## src/rtl/song_sequencer_if.sv

```systemverilog
// Song ROM bus and note_player handshake bundled between song_sequencer and its neighbours.
interface song_sequencer_if #(
  parameter int NOTE_W = 6,
  parameter int DUR_W  = 6,
  parameter int IDX_W  = 5,
  parameter int SONG_W = 2
);
  logic [SONG_W+IDX_W-1:0] rom_addr;
  logic [NOTE_W+DUR_W-1:0] rom_data;
  logic [NOTE_W-1:0]       note_to_load;
  logic                    load_new_note;
  logic                    note_done;
  logic                    song_done;

  modport master (
    output rom_addr, note_to_load, load_new_note, note_done, song_done,
    input  rom_data
  );

  modport slave (
    input  rom_addr, note_to_load, load_new_note, note_done, song_done,
    output rom_data
  );
endinterface

```

## src/rtl/song_sequencer.sv

```systemverilog
// Walks a song in an external synchronous ROM, loading each note into note_player
// and holding it for its duration in counted beats.
module song_sequencer #(
  parameter int NOTE_W = 6,
  parameter int DUR_W  = 6,
  parameter int IDX_W  = 5,
  parameter int SONG_W = 2
) (
  input  logic              clk,
  input  logic              reset,
  input  logic              play,
  input  logic              restart,
  input  logic [SONG_W-1:0] song,
  input  logic              beat,
  song_sequencer_if.master  bus
);

  typedef enum logic [2:0] {
    S_IDLE,
    S_FETCH_A,
    S_FETCH_B,
    S_LOAD,
    S_PLAY,
    S_DONE
  } state_t;

  state_t              state_q, state_d;
  logic [IDX_W-1:0]    index_q, index_d;
  logic [SONG_W-1:0]   song_q, song_d;
  logic [DUR_W-1:0]    remaining_q, remaining_d;
  logic [NOTE_W-1:0]   note_q, note_d;
  logic                note_done_q, note_done_d;

  logic [NOTE_W-1:0]   rom_note;
  logic [DUR_W-1:0]    rom_dur;
  logic                counted_beat;

  assign rom_note     = bus.rom_data[NOTE_W+DUR_W-1:DUR_W];
  assign rom_dur      = bus.rom_data[DUR_W-1:0];
  assign counted_beat = beat && play;

  always_ff @(posedge clk or negedge reset) begin
    if (!reset) begin
      state_q     <= S_IDLE;
      index_q     <= '0;
      song_q      <= '0;
      remaining_q <= '0;
      note_q      <= '0;
      note_done_q <= 1'b0;
    end else begin
      state_q     <= state_d;
      index_q     <= index_d;
      song_q      <= song_d;
      remaining_q <= remaining_d;
      note_q      <= note_d;
      note_done_q <= note_done_d;
    end
  end

  always_comb begin
    state_d     = state_q;
    index_d     = index_q;
    song_d      = song_q;
    remaining_d = remaining_q;
    note_d      = note_q;
    note_done_d = 1'b0;

    // restart overrides everything, including a beat arriving in the same cycle
    if (restart) begin
      state_d     = S_IDLE;
      index_d     = '0;
      remaining_d = '0;
    end else begin
      case (state_q)
        S_IDLE: begin
          if (play) begin
            song_d  = song;
            index_d = '0;
            state_d = S_FETCH_A;
          end
        end
        S_FETCH_A: state_d = S_FETCH_B;
        S_FETCH_B: begin
          // a zero duration marks the end of the song
          if (rom_dur == '0) begin
            state_d = S_DONE;
          end else begin
            note_d      = rom_note;
            remaining_d = rom_dur;
            state_d     = S_LOAD;
          end
        end
        S_LOAD: state_d = S_PLAY;
        S_PLAY: begin
          if (counted_beat) begin
            if (remaining_q == DUR_W'(1)) begin
              note_done_d = 1'b1;
              if (index_q == '1) begin
                state_d = S_DONE;
              end else begin
                index_d = index_q + IDX_W'(1);
                state_d = S_FETCH_A;
              end
            end else begin
              remaining_d = remaining_q - DUR_W'(1);
            end
          end
        end
        S_DONE: begin
          if (!play) state_d = S_IDLE;
        end
        default: state_d = S_IDLE;
      endcase
    end
  end

  assign bus.rom_addr      = {song_q, index_q};
  assign bus.note_to_load  = note_q;
  assign bus.load_new_note = (state_q == S_LOAD);
  assign bus.note_done     = note_done_q;
  assign bus.song_done     = (state_q == S_DONE);

endmodule

```

## src/flat_wrapper.sv

```systemverilog
// flat-port wrapper written by rule: the top's interface ports become plain ports
module song_sequencer_flat 
#(
  parameter int NOTE_W = 6,
  parameter int DUR_W  = 6,
  parameter int IDX_W  = 5,
  parameter int SONG_W = 2
)
  (clk, reset, play, restart, song, beat, bus_rom_addr, bus_note_to_load, bus_load_new_note, bus_note_done, bus_song_done, bus_rom_data);
  song_sequencer_if #(.NOTE_W(NOTE_W), .DUR_W(DUR_W), .IDX_W(IDX_W), .SONG_W(SONG_W)) bus_i ();
  input  logic clk;
  input  logic reset;
  input  logic play;
  input  logic restart;
  input  logic [SONG_W-1:0] song;
  input  logic beat;
  output wire logic [$bits(bus_i.rom_addr)-1:0] bus_rom_addr;
  output wire logic [$bits(bus_i.note_to_load)-1:0] bus_note_to_load;
  output wire logic [$bits(bus_i.load_new_note)-1:0] bus_load_new_note;
  output wire logic [$bits(bus_i.note_done)-1:0] bus_note_done;
  output wire logic [$bits(bus_i.song_done)-1:0] bus_song_done;
  input wire logic [$bits(bus_i.rom_data)-1:0] bus_rom_data;
  assign bus_rom_addr = bus_i.rom_addr;
  assign bus_note_to_load = bus_i.note_to_load;
  assign bus_load_new_note = bus_i.load_new_note;
  assign bus_note_done = bus_i.note_done;
  assign bus_song_done = bus_i.song_done;
  assign bus_i.rom_data = bus_rom_data;
  song_sequencer #(.NOTE_W(NOTE_W), .DUR_W(DUR_W), .IDX_W(IDX_W), .SONG_W(SONG_W)) u_core (.clk(clk), .reset(reset), .play(play), .restart(restart), .song(song), .beat(beat), .bus(bus_i));
endmodule
```

## config.mk

```make
export PLATFORM = sky130hd
export DESIGN_NAME = song_sequencer_flat
export DESIGN_NICKNAME = d
export VERILOG_FILES = /design/src/rtl/song_sequencer_if.sv /design/src/rtl/song_sequencer.sv /design/src/flat_wrapper.sv
export SDC_FILE = /design/constraint.sdc
export NUM_CORES = 1
export LEC_CHECK = 0
export BUFFER_PORTS_ARGS = -buffer_cell sky130_fd_sc_hd__buf_2
export CORE_MARGIN = 3
export CORE_UTILIZATION = 52
export DETAILED_ROUTE_END_ITERATION = 10
export MAX_ROUTING_LAYER = met4
export PLACE_DENSITY = 0.78
export SETUP_SLACK_MARGIN = 0.3
export SLEW_MARGIN = 20
export SYNTH_ARGS = -nofsm -noshare
export SYNTH_HDL_FRONTEND = slang
export SYNTH_SLANG_ARGS = --single-unit
```

## constraint.sdc

```tcl
create_clock -name clk -period 2.55 [get_ports clk]
set_input_delay 0.1275 -clock clk [delete_from_list [all_inputs] [get_ports clk]]
set_output_delay 0.1275 -clock clk [all_outputs]
set_load 0.005 [all_outputs]
```

==> results.sh, run 1 <==
export IMPL_outcome="completed"
export IMPL_power_frac_comb_pct=25.9
export IMPL_grt_overflow_total=0
export IMPL_critPathSlowestCell="dfrtp_1"
export IMPL_rsz0062_at_grt="no"
export IMPL_critPathRequiredTime_ps=2760
export IMPL_fp_dieH_um=57.8
export IMPL_finalHoldViolCount=0
export IMPL_antenna_found_initial=0
export IMPL_drt_total_wl_um=3120
export IMPL_holdWs_ps=33.2
export IMPL_synth_async_reset_ratio_pct=100
export IMPL_crit_family="simple AND/OR/NAND/NOR gates"
export IMPL_via_count=1242
export IMPL_die_area_sq_um=3340
export IMPL_diodes=0
export IMPL_worstPathArrival_ps=2290
export IMPL_yosysTopAreaCell="dfrtp_1"
export IMPL_path_class="reg2reg"
export IMPL_die_w_um=57.8
export IMPL_synth_net_count=165
export IMPL_p_int_w=0.000593
export IMPL_ios=35
export IMPL_setup_violations=0
export IMPL_fmax_mhz=480
export IMPL_layout_setup_ws_ps=467
export IMPL_avgSynthCellArea_sq_um=9.83
export IMPL_synthCells=142
export IMPL_final_nets=200
export IMPL_cp_depth=7
export IMPL_final_cell_mix="buf_2, dfrtp_1, nand2_1, a21oi_1, nor2_1"
export IMPL_skew_ps=4.11
export IMPL_worstPathCellList="ha_1 -> and3_1 -> ha_1 -> and4bb_2 -> a21boi_0 -> o311ai_1 -> o31ai_1"
export IMPL_synth_edff_count=0
export IMPL_cts_root_buf="clkbuf_4"
export IMPL_synth_area_top_cells="dfrtp_1, mux2_2, a21oi_1, ha_1, nand2_1"
export IMPL_cts_tree="built"
export IMPL_drc_errors=0
export IMPL_switching_power_w=0.000261
export IMPL_synth_compound_area_share_pct=22.4
export IMPL_areaGrowthSynthToFinish_pct=16.6
export IMPL_cts_setup_buffers=0
export IMPL_post_place_ws_ps=336
export IMPL_power_density_nw_per_um2=524
export IMPL_insertion_delay_ps=320
export IMPL_synth_seq_cells=23
export IMPL_sw_frac_of_total_pct=30.5
export IMPL_period_needed_ps=2080
export IMPL_synth_top_family_by_area="compound AO/OA/AOI/OAI gates"
export IMPL_synth_fa_ha_area_share_pct=3.58
export IMPL_synth_area_sq_um=1400
export IMPL_critPathLaunch="u_core.index_q[0]$_DFFE_PN0P_"
export IMPL_synthXorXnorAreaFrac_pct=0
export IMPL_io_buffers=34
export IMPL_ys_types=49
export IMPL_synth_top_area_share_pct=41.2
export IMPL_drive_above_1_share_pct=32.4
export IMPL_slew_violations=0
export IMPL_slowest_delay_ps=450
export IMPL_first_pass_iters=4
export IMPL_endpoint_kind="flop"
export IMPL_crit_buf_inv=0
export IMPL_cts_buffer_depth=2
export IMPL_timing_rr_start="u_core.index_q[0]$_DFFE_PN0P_"
export IMPL_htree_levels=1
export IMPL_viasPerCell=6.03
export IMPL_dp_cells=201
export IMPL_seqPwrFrac_pct=53.6
export IMPL_r2r_cells=7
export IMPL_worst_pin_slew_ps=514
export IMPL_start_util_pct=55.4
export IMPL_antenna_left=0
export IMPL_synth_warnings=0
export IMPL_endpoint="u_core.index_q[2]$_DFFE_PN0P_"
export IMPL_synth_area_mux_share_pct=9.32
export IMPL_core_area_sq_um=2520
export IMPL_p_leak_nw=0.738
export IMPL_dpl_hpwl_um=2350
export IMPL_grt_max_degree=24
export IMPL_final_common_cell="buf_2"
export IMPL_clock_sinks=23
export IMPL_grt_use_total_pct=20.5
export IMPL_fin_setup_tns_ps=0
export IMPL_fin_crit_sh_pct=81.7
export IMPL_clock_power_share_pct=20.5
export IMPL_first_global_vias=1188
export IMPL_post_drt_wl_per_cell_um=15.2
export IMPL_peakVddDrop_mv=0.519
export IMPL_yosys_area_share_simple_pct=19.4
export IMPL_gp_congestion=0.917
export IMPL_slew_headroom_pct=65.4
export IMPL_fin_cells=206
export IMPL_critPathMaxFanout=7
export IMPL_synth_flop_cell="dfrtp_1"
export IMPL_worstSetupStartpointType="flop"
export IMPL_drv_cap=0
export IMPL_yosysSeqAreaShare_pct=41.2
export IMPL_crit_top_cell="ha_1"
export IMPL_r2r_setup_slack_ps=470
export IMPL_first_iter_violations=48
export IMPL_clk_pin_slew_ps=130
export IMPL_grt_pass1_wl_um=5270
export IMPL_r2r_end="u_core.index_q[2]$_DFFE_PN0P_"
export IMPL_hold_class="in2reg"
export IMPL_rows=18
export IMPL_cts_made_buffers=3
[registers in the layout, indices dropped and copies added, names as in the netlist]
register	cells
u_core.bus.note_done	1
u_core.bus.note_to_load	6
u_core.index_q	5
u_core.remaining_q	6
u_core.song_q	2
u_core.state_q	3
[Yosys cell counts, types with 2 or more instances]
| cell type | number |
|---|---|
| nor3b_1 | 4 |
| nor3_1 | 4 |
| dfrtp_1 | 23 |
| o21ai_0 | 3 |
| o32ai_1 | 2 |
| and3_1 | 2 |
| o31ai_1 | 2 |
| nor2_1 | 10 |
| mux2i_1 | 4 |
| a211oi_1 | 2 |
| a21boi_0 | 3 |
| and4_1 | 2 |
| o22ai_1 | 4 |
| clkbuf_1 | 6 |
| nand4_1 | 3 |
| nand2_1 | 11 |
| a21oi_1 | 11 |
| inv_1 | 4 |
| nand3_1 | 2 |
| ha_1 | 4 |
| mux2_2 | 8 |
[power by group through the flow]
stage / logic, W / registers (W) / clock network, W
after floorplan: 0.000128 / 0.000459 / 0
after global placement: 0.000218 / 0.000460 / 0
after detailed placement: 0.000222 / 0.000463 / 0
after CTS: 0.000223 / 0.000458 / 0.000182
after global routing: 0.000245 / 0.000464 / 0.000195
final: 0.000221 / 0.000458 / 0.000175
[layer usage]
metal	wire length (um)	vias up	global-route usage, %	part of all wire, %
li1	-	606	-	-
met1	1500	596	27.2	48
met2	1400	38	31.3	45
met3	200	2	5.35	6.4
met4	17	0	4.97	0.54
met5	0	-	-	0
[metrics by stage]
stage,total power [W],util (%),cell area (sq um)
global route,0.000905,64.5,1630
global placement,0.000678,62.9,1590
floorplan,0.000587,-,1400
finish,0.000854,64.5,1630
CTS,0.000863,64.5,1630
detailed placement,0.000685,62.9,1590
[worst min-delay path by stage]
stage	startpoint	end	slack (ps)	cells after the start
floorplan	reset	u_core.bus.note_done$_DFF_PN0_	-170	0
global placement	reset	u_core.remaining_q[1]$_DFFE_PN0P_	130	1
detailed placement	reset	u_core.remaining_q[1]$_DFFE_PN0P_	130	1
CTS	bus_rom_data[11]	u_core.bus.note_to_load[5]$_DFFE_PN0P_	20	2
global route	song[0]	u_core.song_q[0]$_DFFE_PN0P_	4	2
finish	bus_rom_data[8]	u_core.bus.note_to_load[2]$_DFFE_PN0P_	30	2
[area by class of cell]
class	count	area (sq um)
Clock buffer	3	22.5
Fill cell	224	895
Clock inverter	1	7.51
Inverter	5	18.8
Multi-Input combinational cell	106	763
Timing Repair Buffer	38	203
Sequential cell	23	576
Tap cell	30	37.5
[logic make-up after synthesis]
logic type	count (synthesis)
fa+ha+maj	4
flops	23
simple gates	48
compound gates	42
mux	12
buf+inv	13
[repair_timing]
action / CTS / global route
gates resized for setup: 0 / 2
setup endpoints to repair: 0 / 1
endpoints found under the hold margin: 23 / 0
hold buffers: 1 / 0
(Power assumes the default switching activity.)
==> inputs of run 2 (changes only) <==
==> constraint.sdc (replaced) <==
create_clock -name clk -period 2.05 [get_ports clk]
set_input_delay 0.1025 -clock clk [delete_from_list [all_inputs] [get_ports clk]]
set_output_delay 0.1025 -clock clk [all_outputs]
set_load 0.005 [all_outputs]
==> results.sh, run 2 (synthesized netlist as in run 1, its figures left out) <==
export IMPL_grt_use_total_pct=23.7
export IMPL_critPathSlowestCell="dfrtp_1"
export IMPL_drive_above_1_share_pct=40.0
export IMPL_rows=18
export IMPL_slew_headroom_pct=54.5
export IMPL_slew_violations=0
export IMPL_die_w_um=57.8
export IMPL_cts_buffer_depth=2
export IMPL_cts_made_buffers=3
export IMPL_core_area_sq_um=2520
export IMPL_worstSetupStartpointType="flop"
export IMPL_p_leak_nw=0.791
export IMPL_ios=35
export IMPL_grt_util_met1_pct=31.4
export IMPL_post_drt_wl_per_cell_um=16.8
export IMPL_final_nets=209
export IMPL_start_util_pct=55.4
export IMPL_diodes=0
export IMPL_grt_most_used_layer="met2"
export IMPL_layout_setup_ws_ps=205
export IMPL_skew_ps=1.10
export IMPL_final_common_cell="buf_2"
export IMPL_cts_root_buf="clkbuf_4"
export IMPL_drc_errors=0
export IMPL_cts_tree="built"
export IMPL_peakVddDrop_mv=0.556
export IMPL_first_pass_iters=4
export IMPL_worstPathCellList="ha_2 -> and3_4 -> ha_4 -> and4bb_4 -> a21boi_2 -> o211ai_1 -> a21bo_2"
export IMPL_endpoint_kind="flop"
export IMPL_fin_crit_sh_pct=90.0
export IMPL_drt_total_wl_um=3620
export IMPL_first_global_vias=1323
export IMPL_outcome="completed"
export IMPL_use_met3_pct=2.45
export IMPL_grt_max_degree=24
export IMPL_areaGrowthSynthToFinish_pct=24.8
export IMPL_power_density_nw_per_um2=623
export IMPL_path_class="reg2reg"
export IMPL_worst_pin_slew_ps=677
export IMPL_antenna_found_initial=0
export IMPL_io_buffers=34
export IMPL_post_place_ws_ps=141
export IMPL_via_count=1352
export IMPL_critPathRequiredTime_ps=2270
export IMPL_critPathMaxFanout=7
export IMPL_fp_dieH_um=57.8
export IMPL_gp_congestion=0.930
export IMPL_placed_cell_area_sq_um=1630
export IMPL_finalHoldViolCount=0
export IMPL_holdWs_ps=11.8
export IMPL_die_area_sq_um=3340
export IMPL_htree_levels=1
export IMPL_worstPathArrival_ps=2060
export IMPL_final_cell_mix="buf_2, dfrtp_1, buf_4, nand2_1, a21oi_1"
export IMPL_grt_overflow_total=0
export IMPL_hold_class="in2reg"
export IMPL_fmax_mhz=542
export IMPL_clock_sinks=23
export IMPL_rsz0062_at_grt="yes"
export IMPL_antenna_left=0
export IMPL_final_area_sq_um=1740
export IMPL_drv_cap=0
export IMPL_clk_pin_slew_ps=130
export IMPL_fin_setup_tns_ps=0
export IMPL_setup_violations=0
export IMPL_period_needed_ps=1850
export IMPL_insertion_delay_ps=310
export IMPL_grtUsageMet2_pct=37.9
export IMPL_first_iter_violations=66
export IMPL_finalPower_w=0.00109
export IMPL_dpl_hpwl_um=2560
export IMPL_viasPerCell=6.29
export IMPL_slowest_delay_ps=410
export IMPL_grt_pass1_wl_um=6080
-- run 2: cell count changes in the layout (fill, tap and decap cells not counted), sizes merged --
cell,before,now
clkinv,1,2
clkinvlp,1,0
buf,37,46
-- run 2: metrics by stage --
stage          util [%]  std cells
6_report           69.1        215
5_1_grt            69.1        215
4_1_cts            67.6        212
3_5_place_dp       64.5        203
3_3_place_gp       64.5        203
2_1_floorplan         -        142
-- run 2: report_power, final --
part           switching, W  internal [W]  total [W]
combinational      0.000155      0.000152   0.000307
sequential        0.0000398      0.000522   0.000562
clock              0.000144     0.0000729   0.000216
-- run 2: timing repair --
item	4_1_cts	5_1_grt
hold buffers	1	0
pin swaps	5	2
gates resized for setup	4	6
hold endpoints to repair	23	0
buffers inserted	4	3
setup endpoints to repair	11	17
-- run 2: final cells by class --
type,instances,area [sq um]
multi-input cells,106,812
fillers,180,779
flip-flops and latches,23,577
repair buffers,47,270
well taps,30,37.5
clock buffers,3,22.5
inverters,5,18.8
clock inverters,1,5.00
-- run 2: path summary, 6_finish.rpt --
path	startpoint	to	slack (ps)	depth (start not counted)
max	u_core.index_q[0]$_DFFE_PN0P_	u_core.index_q[3]$_DFFE_PN0P_	200	7
min	bus_rom_data[8]	u_core.bus.note_to_load[2]$_DFFE_PN0P_	10	2
max reg2reg	u_core.index_q[0]$_DFFE_PN0P_	u_core.index_q[3]$_DFFE_PN0P_	200	7
min reg2reg	u_core.state_q[2]$_DFFE_PN0P_	u_core.state_q[1]$_DFFE_PN0P_	510	1
max in group asynchronous	reset	u_core.state_q[0]$_DFFE_PN0P_	1400	2
min in group asynchronous	reset	u_core.state_q[1]$_DFFE_PN0P_	280	2
-- run 2: critical path, delay by kind of cell (launching register included) --
kind | cells | cell delay, ps
DFF | 1 | 410
AOI/OAI and AO/OA | 3 | 490
adders and majority gates | 2 | 330
and+or+nand+nor | 2 | 520
-- run 2: per-layer routing --
metal | wire [um] | share of wire [%]
met5 | 0 | 0
met3 | 277 | 7.6
met4 | 45 | 1.2
met1 | 1540 | 43
met2 | 1760 | 48
